<file path="config.mk">
export PLATFORM = sky130hd
export DESIGN_NAME = oled_page_sched
export DESIGN_NICKNAME = d
export VERILOG_FILES = /design/src/rtl/oled_page_sched.sv
export SDC_FILE = /design/constraint.sdc
export NUM_CORES = 1
export LEC_CHECK = 0
export CORE_MARGIN = 10
export CORE_UTILIZATION = 45
export DETAILED_ROUTE_END_ITERATION = 10
export PLACE_DENSITY_LB_ADDON = 0.3
export SLEW_MARGIN = 20
export SYNTH_ARGS = -nofsm -noshare
export SYNTH_HDL_FRONTEND = slang
export SYNTH_SLANG_ARGS = --single-unit
</file>
<file path="constraint.sdc">
create_clock -name CLK -period 1.75 [get_ports CLK]
set_input_delay 0.35 -clock CLK [delete_from_list [all_inputs] [get_ports CLK]]
set_output_delay 0.35 -clock CLK [all_outputs]
set_load 0.005 [all_outputs]
</file>
<file path="src/rtl/oled_page_sched.sv">
// oled_page_sched: PmodOLED frame-refresh sequencer driving SpiCtrl from a PAGES x COLS frame buffer.
// Define OLED_SCHED_CONT_EN for continuous refresh while INIT_DONE stays high.
module oled_page_sched #(
    parameter int PAGES  = 4,
    parameter int COLS   = 128,
    parameter int PAGE_W = 2,
    parameter int COL_W  = 7
) (
    input  logic                    CLK,
    input  logic                    RST,
    input  logic                    START,
    input  logic                    INIT_DONE,
    output logic                    BUSY,
    output logic                    DONE,
    output logic [PAGE_W+COL_W-1:0] BUF_ADDR,
    input  logic [7:0]              BUF_DATA,
    output logic                    SPI_EN,
    output logic [7:0]              SPI_DATA,
    input  logic                    SPI_FIN,
    output logic                    DC
);
    typedef enum logic [2:0] {IDLE, CMD, FETCH, LOAD, SEND, WAIT, CLR, DONE_ST} state_t;
    localparam logic [COL_W-1:0]  COL_LAST  = COL_W'(COLS - 1);
    localparam logic [PAGE_W-1:0] PAGE_LAST = PAGE_W'(PAGES - 1);
`ifdef OLED_SCHED_CONT_EN
    localparam logic CONT = 1'b1;
`else
    localparam logic CONT = 1'b0;
`endif
    state_t state, nxt;
    logic [PAGE_W-1:0] page;
    logic [COL_W-1:0]  col;
    logic [1:0]        cmd_idx;
    logic              cont_go;
    assign cont_go = CONT & INIT_DONE;
    always_ff @(posedge CLK or posedge RST) begin
        if (RST) state <= IDLE;
        else     state <= nxt;
    end
    // DC doubles as the phase flag: low while sending the three address commands
    always_comb begin
        nxt = state;
        case (state)
            IDLE:    nxt = (START && INIT_DONE) ? CMD : IDLE;
            CMD:     nxt = SEND;
            FETCH:   nxt = LOAD;
            LOAD:    nxt = SEND;
            SEND:    nxt = WAIT;
            WAIT:    nxt = SPI_FIN ? CLR : WAIT;
            CLR:     nxt = SPI_FIN ? CLR :
                           !DC ? (cmd_idx == 2'd2 ? FETCH : CMD) :
                           col != COL_LAST ? FETCH :
                           page != PAGE_LAST ? CMD : DONE_ST;
            DONE_ST: nxt = cont_go ? CMD : IDLE;
            default: nxt = IDLE;
        endcase
    end
    always_comb begin
        DONE = state == DONE_ST;
        BUSY = state != IDLE && !(state == DONE_ST && !cont_go);
    end
    always_ff @(posedge CLK or posedge RST) begin
        if (RST) begin
            SPI_EN   <= 1'b0;
            SPI_DATA <= 8'h00;
            DC       <= 1'b0;
            BUF_ADDR <= '0;
            page     <= '0;
            col      <= '0;
            cmd_idx  <= '0;
        end else begin
            case (state)
                IDLE: if (START && INIT_DONE) begin
                    page    <= '0;
                    col     <= '0;
                    cmd_idx <= '0;
                end
                CMD: begin
                    DC       <= 1'b0;
                    SPI_DATA <= cmd_idx == 2'd0 ? (8'hB0 | 8'(page)) : cmd_idx == 2'd1 ? 8'h00 : 8'h10;
                end
                FETCH: BUF_ADDR <= {page, col};
                LOAD: begin
                    SPI_DATA <= BUF_DATA;
                    DC       <= 1'b1;
                end
                SEND: SPI_EN <= 1'b1;
                WAIT: if (SPI_FIN) SPI_EN <= 1'b0;
                CLR: if (!SPI_FIN) begin
                    if (!DC) begin
                        cmd_idx <= cmd_idx == 2'd2 ? 2'd0 : cmd_idx + 2'd1;
                        col     <= '0;
                    end else if (col != COL_LAST) begin
                        col <= col + 1'b1;
                    end else begin
                        col  <= '0;
                        page <= page == PAGE_LAST ? '0 : page + 1'b1;
                    end
                end
                default: ;
            endcase
        end
    end
endmodule

</file>
Word level (Yosys, flattened, before mapping). Index checks and enable logic that the tools add are counted.

Output and inout port bits: 21. Bits in registers: 33.

Eq/ne operators: 18. Reduce and logical (&&, ||, !) cells: 14. Mux-type cells: 29. $add $sub $neg: 3.

Operator list (number): 7-bit 2-to-1 mux (4); 3-bit case mux with 7 select lines (1); 2-bit 2-to-1 mux (10); 8-bit case mux with 2 select lines (1); 2-bit != test (second input constant) (7); 7-bit case mux with 2 select lines (1); 3-bit equality test (second input constant) (4); 3-bit 2-to-1 mux (4); 8-bit 2-to-1 mux (1); 2-bit case mux with 2 select lines (2); 7-bit by 1-bit adder with 7-bit output (second input constant) (1); 7-bit != test (second input constant) (1); 3-bit by 2-bit equality test with 1-bit output (second input constant) (2); 2-bit nonzero test (3); 5-bit 2-to-1 mux (1); 5-bit AND reduction (1); 2-bit by 1-bit adder with 2-bit output (second input constant) (2); 2-bit equality test (second input constant) (2); 1-bit case mux with 2 select lines (2); 4-bit AND reduction (1); 3-bit by 1-bit equality test with 1-bit output (second input constant) (1); 3-bit zero test (1); 3-bit AND reduction (1); 3-bit nonzero test (1); other kinds (7) (9).

Longest topological paths before layout.
Word-level depth: 6. Mapped depth: 6. Gate-level depth less buffers: 5.

Worst setup path after synthesis. No wires, ideal clock.

Kind: register -> register. From: register col[0]. To: register col[3]. Data arrival time: 1.433 ns. Stages on the path, launching flop included: 7. Slack: 0.253 ns. Data required time: 1.686 ns. Buffers on the path: 1. Clock period less this slack: 1.497 ns. Cells stage by stage: dfrtp_1 > ha_1 > and3_1 > buf_2 > a21o_4 > nor4b_2 > a21o_1.

Cells in the longest elaborated chain, start to end: 5. Elaborated cells on any way between the ends: 6. Classes of those cells: add/sub (1); eq/ne (1); mux (4).

Ends and longest elaborated chain: start: declaration (line 32) `logic [COL_W-1:0] col;`; start signal: assignment (line 94) `col <= col + 1'b1;`; 7-bit by 1-bit adder with 7-bit output / 7-bit != test (equally long branches) (line 94, 93); 7-bit 2-to-1 mux * (line 93) `end else if (col != COL_LAST) begin`; 7-bit 2-to-1 mux * (line 90) `if (!DC) begin`; 7-bit 2-to-1 mux * (line 89) `CLR: if (!SPI_FIN) begin`; 7-bit case mux with 2 select lines * (line 72) `case (state)`.

Mark *: on every way between the ends. The rest lies on a longest branch, timed or not. The select of a mux whose other input is x is not followed. A chain may end at the register's enable or synchronous reset.

Worst setup path in the final report.
From: register state[0]. To: register col[5].

Cells in the longest elaborated chain, start to end: 3. Elaborated cells on any way between the ends: 7. Classes of those cells: eq/ne (3); mux (1); reduce/logical (3).

Ends and longest elaborated chain: start: declaration (line 30) `state_t state, nxt;`; start signal: assignment (line 38) `else state <= nxt;`; 3-bit equality test / 3-bit zero test (equally long branches) (line 72); 2-bit != test (no line) / 2-bit nonzero test (equally long branches); 3-bit AND reduction (no line).

Parallel ways exist; a longest one is shown, timed or not.

==> qor.yml <==
routing:
  drt_pass1_iterations: 4
  drt-initial-drc-count: 85
  detail_route.wl_per_cell_um: 14.9
  detail_route.wirelength_mm: 3.68
  route.vias.total: 1372
  avgViaCountPerCell: 5.55
  drc: 0
  postRouteAntennaNets: 0
min_path:
  hold_class: "in -> async"
cts:
  clk_transition_reported_paths_ns: 0.06
  worst_skew_pair.late_latency_ns: 0.28
  clock_path_buffers: 2
  tritoncts_num_sinks: 33
  post_cts_hold_buffer_count: 0
  tritoncts.num_buffers: 5
  cts_root_buffer: "sky130_fd_sc_hd__clkbuf_8"
  cts.htree.levels: 2
  tritoncts_clock_tree: "built"
logic_synthesis:
  simple_gate_share_of_the_synthesized_area_pct: 21.8
  post_synthesis_register_bit_count: 33
  synth_compound_gate_area_share_pct: 14.8
  main_combinational_cell_family_by_area_after_synthesis: "simple AND/OR/NAND/NOR gates"
  syn-cell-area_um2: 1670
  synth_flop_cell: "sky130_fd_sc_hd__dfrtp_1"
  syn-mean-instance-area_um2: 10.5
  synth_xor_area_share_pct: 0
  async_flop_share_pct: 100
  synthAdderAreaFrac_pct: 1.50
  syn_inst: 159
  yosysSeqAreaShare_pct: 49.6
  synth_edf_count: 0
  ys_warn_count: 0
  muxShareOfSynthArea_pct: 7.36
  syn_nets: 174
  synth.lib_cells_used.distinct: 45
placement:
  place_hpwl_mm: 2.72
  post_dp_cell_area_um2: 2040
  post-place-ws_ns: -0.00803
  gpl.final_weighted_congestion: 0.817
  port_buffers: 33
grt:
  grt_max_degree: 34
  number_of_antenna_violations_at_the_first_check_in_global_routing: 0
  grt_pass1_vias: 1357
  globalRouteTotalUtil_pct: 11.8
  global_route_wire_length_before_repair_mm: 6.20
  gr-total-overflow: 0
worst_setup_path:
  critPathMaxFanout: 7
  cp_data_arrival_time_ns: 1.93
  timing.critical_path.mode_cell: "sky130_fd_sc_hd__buf_4"
  crit_path_kind: "reg -> reg"
  timing.critical_path.cells: "buf_4 -> buf_4 -> and4bb_4 -> nand2_2 -> or3_1 -> o211ai_2"
  worst-endpoint-required_ns: 1.96
  critPathCaptureType: "register"
  timing.critical_path.slowest_stage_cell: "sky130_fd_sc_hd__dfrtp_2"
  critPathBufInv: 2
  startpoint_type: "register"
  path_delay_family: "simple AND/OR/NAND/NOR gates"
  cpPeakStageDelay_ns: 0.44
floorplanning:
  ios: 34
  design.core.area_um2: 3610
  start_util_pct: 46.2
  chipHeight_um: 80.8
  dieWidth_um: 80.8
  die_area_um2: 6530
  core.rowCount: 22
sta:
  number_of_max_slew_violations_in_the_final_report: 0
  grt_setup_unrepaired: "true"
  final.setup.tns_ns: 0
  max_freq_mhz: 581
  post-route-period-util_pct: 98.3
  tightest_slew_ns: 0.442
  final_hold_viol_count: 0
  timing.final.ws_setup_ns: 0.0293
  period_needed_ns: 1.72
  fin_worst_skew_ns: 0.00182
  report.final.setup_viol: 0
  timing.slew.headroom_pct: 70.5
  finalHoldWorstSlack_ns: 0.462
final_layout:
  num-nets-final: 213
  antenna_cells: 0
  final_cell_area_um2: 2170
  flow.area_growth_from_synthesis_pct: 30.5
  post_route_cells_drive_above_1_share_pct: 19.6
  multi_input_comb_area_um2: 767
  top_library_cells_by_usage_in_the_layout_fill_and_taps_aside: "sky130_fd_sc_hd__dfrtp_1, sky130_fd_sc_hd__clkdlybuf4s50_1, sky130_fd_sc_hd__nand2_1"
  final_common_cell: "sky130_fd_sc_hd__dfrtp_1"
  final-seq-area_um2: 827
  final.fill_count: 300
power:
  power.switching_fraction_pct: 32.6
  total_switching_power_uw: 946
  combPwrFrac_pct: 40.2
  leakagePower_nw: 1.00
  share_seq_of_total_power_pct: 38.4
  power_frac_clock_pct: 21.4
  power-per-cell-area_nw_per_um2: 1340
  power.internal_mw: 1.96
  irDropWorstVdd_v: 0.000692
outcome:
  run_status: "finished, final reports clean"
run:
  maxCapViolations: 0
-- timing repair --
| item | 4_1_cts | 5_1_grt |
|---|---|---|
| buffers inserted | 2 | 0 |
| pin swaps | 0 | 1 |
| endpoints found under the setup margin | 2 | 2 |
| resized for setup | 2 | 4 |
-- kinds of logic after synthesis --
| family | count (synthesis) |
|---|---|
| AO/OA/AOI/OAI | 35 |
| adder cells (fa/ha/maj) | 2 |
| buffers and inverters | 15 |
| flip-flops | 33 |
| multiplexers | 11 |
| AND/OR/NAND/NOR | 63 |
-- area by class of cell --
type,instances,share of cell area [%]
flip-flops and latches,33,38.1
multi-input cells,111,35.3
repair buffers,42,18.4
clock buffers,7,4.43
well taps,48,2.76
inverters,5,0.864
clock inverters,1,0.230
-- power by group through the flow --
stage	combinational [mW]	sequential (mW)	clock (mW)
floorplan	0.656	1.11	0
global placement	1.11	1.11	0
detailed placement	1.13	1.13	0
CTS	1.17	1.11	0.638
global route	1.30	1.14	0.675
finish	1.17	1.12	0.622
-- sequential cells by signal, indices dropped and copies added (netlist names) --
signal / flops
BUF_ADDR: 9
cmd_idx: 2
SPI_DATA: 8
page: 2
DC: 1
state: 3
SPI_EN: 1
col: 7
-- Yosys cell counts, types with 2 or more instances --
cell | n | area (µm²)
sky130_fd_sc_hd__dfrtp_1 | 33 | 826
sky130_fd_sc_hd__nand2_1 | 21 | 78.8
sky130_fd_sc_hd__o21ai_0 | 11 | 55.1
sky130_fd_sc_hd__mux2_2 | 10 | 113
sky130_fd_sc_hd__nor2_1 | 8 | 30.0
sky130_fd_sc_hd__nand3_1 | 7 | 35.0
sky130_fd_sc_hd__inv_1 | 5 | 18.8
sky130_fd_sc_hd__and3_1 | 4 | 25.0
sky130_fd_sc_hd__o31ai_1 | 4 | 30.0
sky130_fd_sc_hd__a21o_1 | 3 | 22.5
sky130_fd_sc_hd__a21oi_1 | 3 | 15.0
sky130_fd_sc_hd__a221o_1 | 3 | 30.0
sky130_fd_sc_hd__buf_2 | 3 | 15.0
sky130_fd_sc_hd__nand2b_1 | 3 | 18.8
sky130_fd_sc_hd__nand3b_1 | 3 | 22.5
sky130_fd_sc_hd__nand4_1 | 3 | 18.8
sky130_fd_sc_hd__buf_6 | 2 | 22.5
sky130_fd_sc_hd__clkbuf_1 | 2 | 7.51
sky130_fd_sc_hd__ha_1 | 2 | 25.0
sky130_fd_sc_hd__nor2b_1 | 2 | 12.5
sky130_fd_sc_hd__o211ai_1 | 2 | 15.0
sky130_fd_sc_hd__or2_2 | 2 | 12.5
-- worst reg2reg max path: stages (launching register included) --
cell and delay [ns]:
sky130_fd_sc_hd__dfrtp_2 0.44, sky130_fd_sc_hd__buf_4 0.16, sky130_fd_sc_hd__buf_4 0.15, sky130_fd_sc_hd__and4bb_4 0.37, sky130_fd_sc_hd__nand2_2 0.07, sky130_fd_sc_hd__or3_1 0.37
sky130_fd_sc_hd__o211ai_2 0.08
-- through the flow --
| step | std cells | power, mW | util, % |
|---|---|---|---|
| 6_report | 247 | 2.90 | 60.3 |
| 5_1_grt | 247 | 3.11 | 60.3 |
| 4_1_cts | 247 | 2.91 | 59.9 |
| 3_5_place_dp | 237 | 2.26 | 56.7 |
| 3_3_place_gp | 237 | 2.22 | 56.7 |
| 2_1_floorplan | 159 | 1.77 | - |
-- path summary, 6_finish.rpt --
| check | start | to | slack (ns) | cells past startpoint |
|---|---|---|---|---|
| worst max-delay path | state[0] | col[5] | 0.03 | 6 |
| worst min-delay path | RST | BUF_ADDR[4] | 0.46 | 3 |
| worst max register to register | state[0] | col[5] | 0.03 | 6 |
| max in group asynchronous | RST | state[0] | 0.96 | 3 |
| worst min register to register | SPI_DATA[4] | SPI_DATA[4] | 0.50 | 2 |
| min in group CLK | SPI_DATA[4] | SPI_DATA[4] | 0.50 | 2 |
-- routing by layer --
metal	vias up	GRT usage [%]	share of wire [%]
li1	648	-	-
met1	675	13.4	42
met2	43	19.4	47
met3	6	4.97	8.8
met4	0	4.67	1.6
met5	-	0	0
Power figures use the tool's default switching activity.
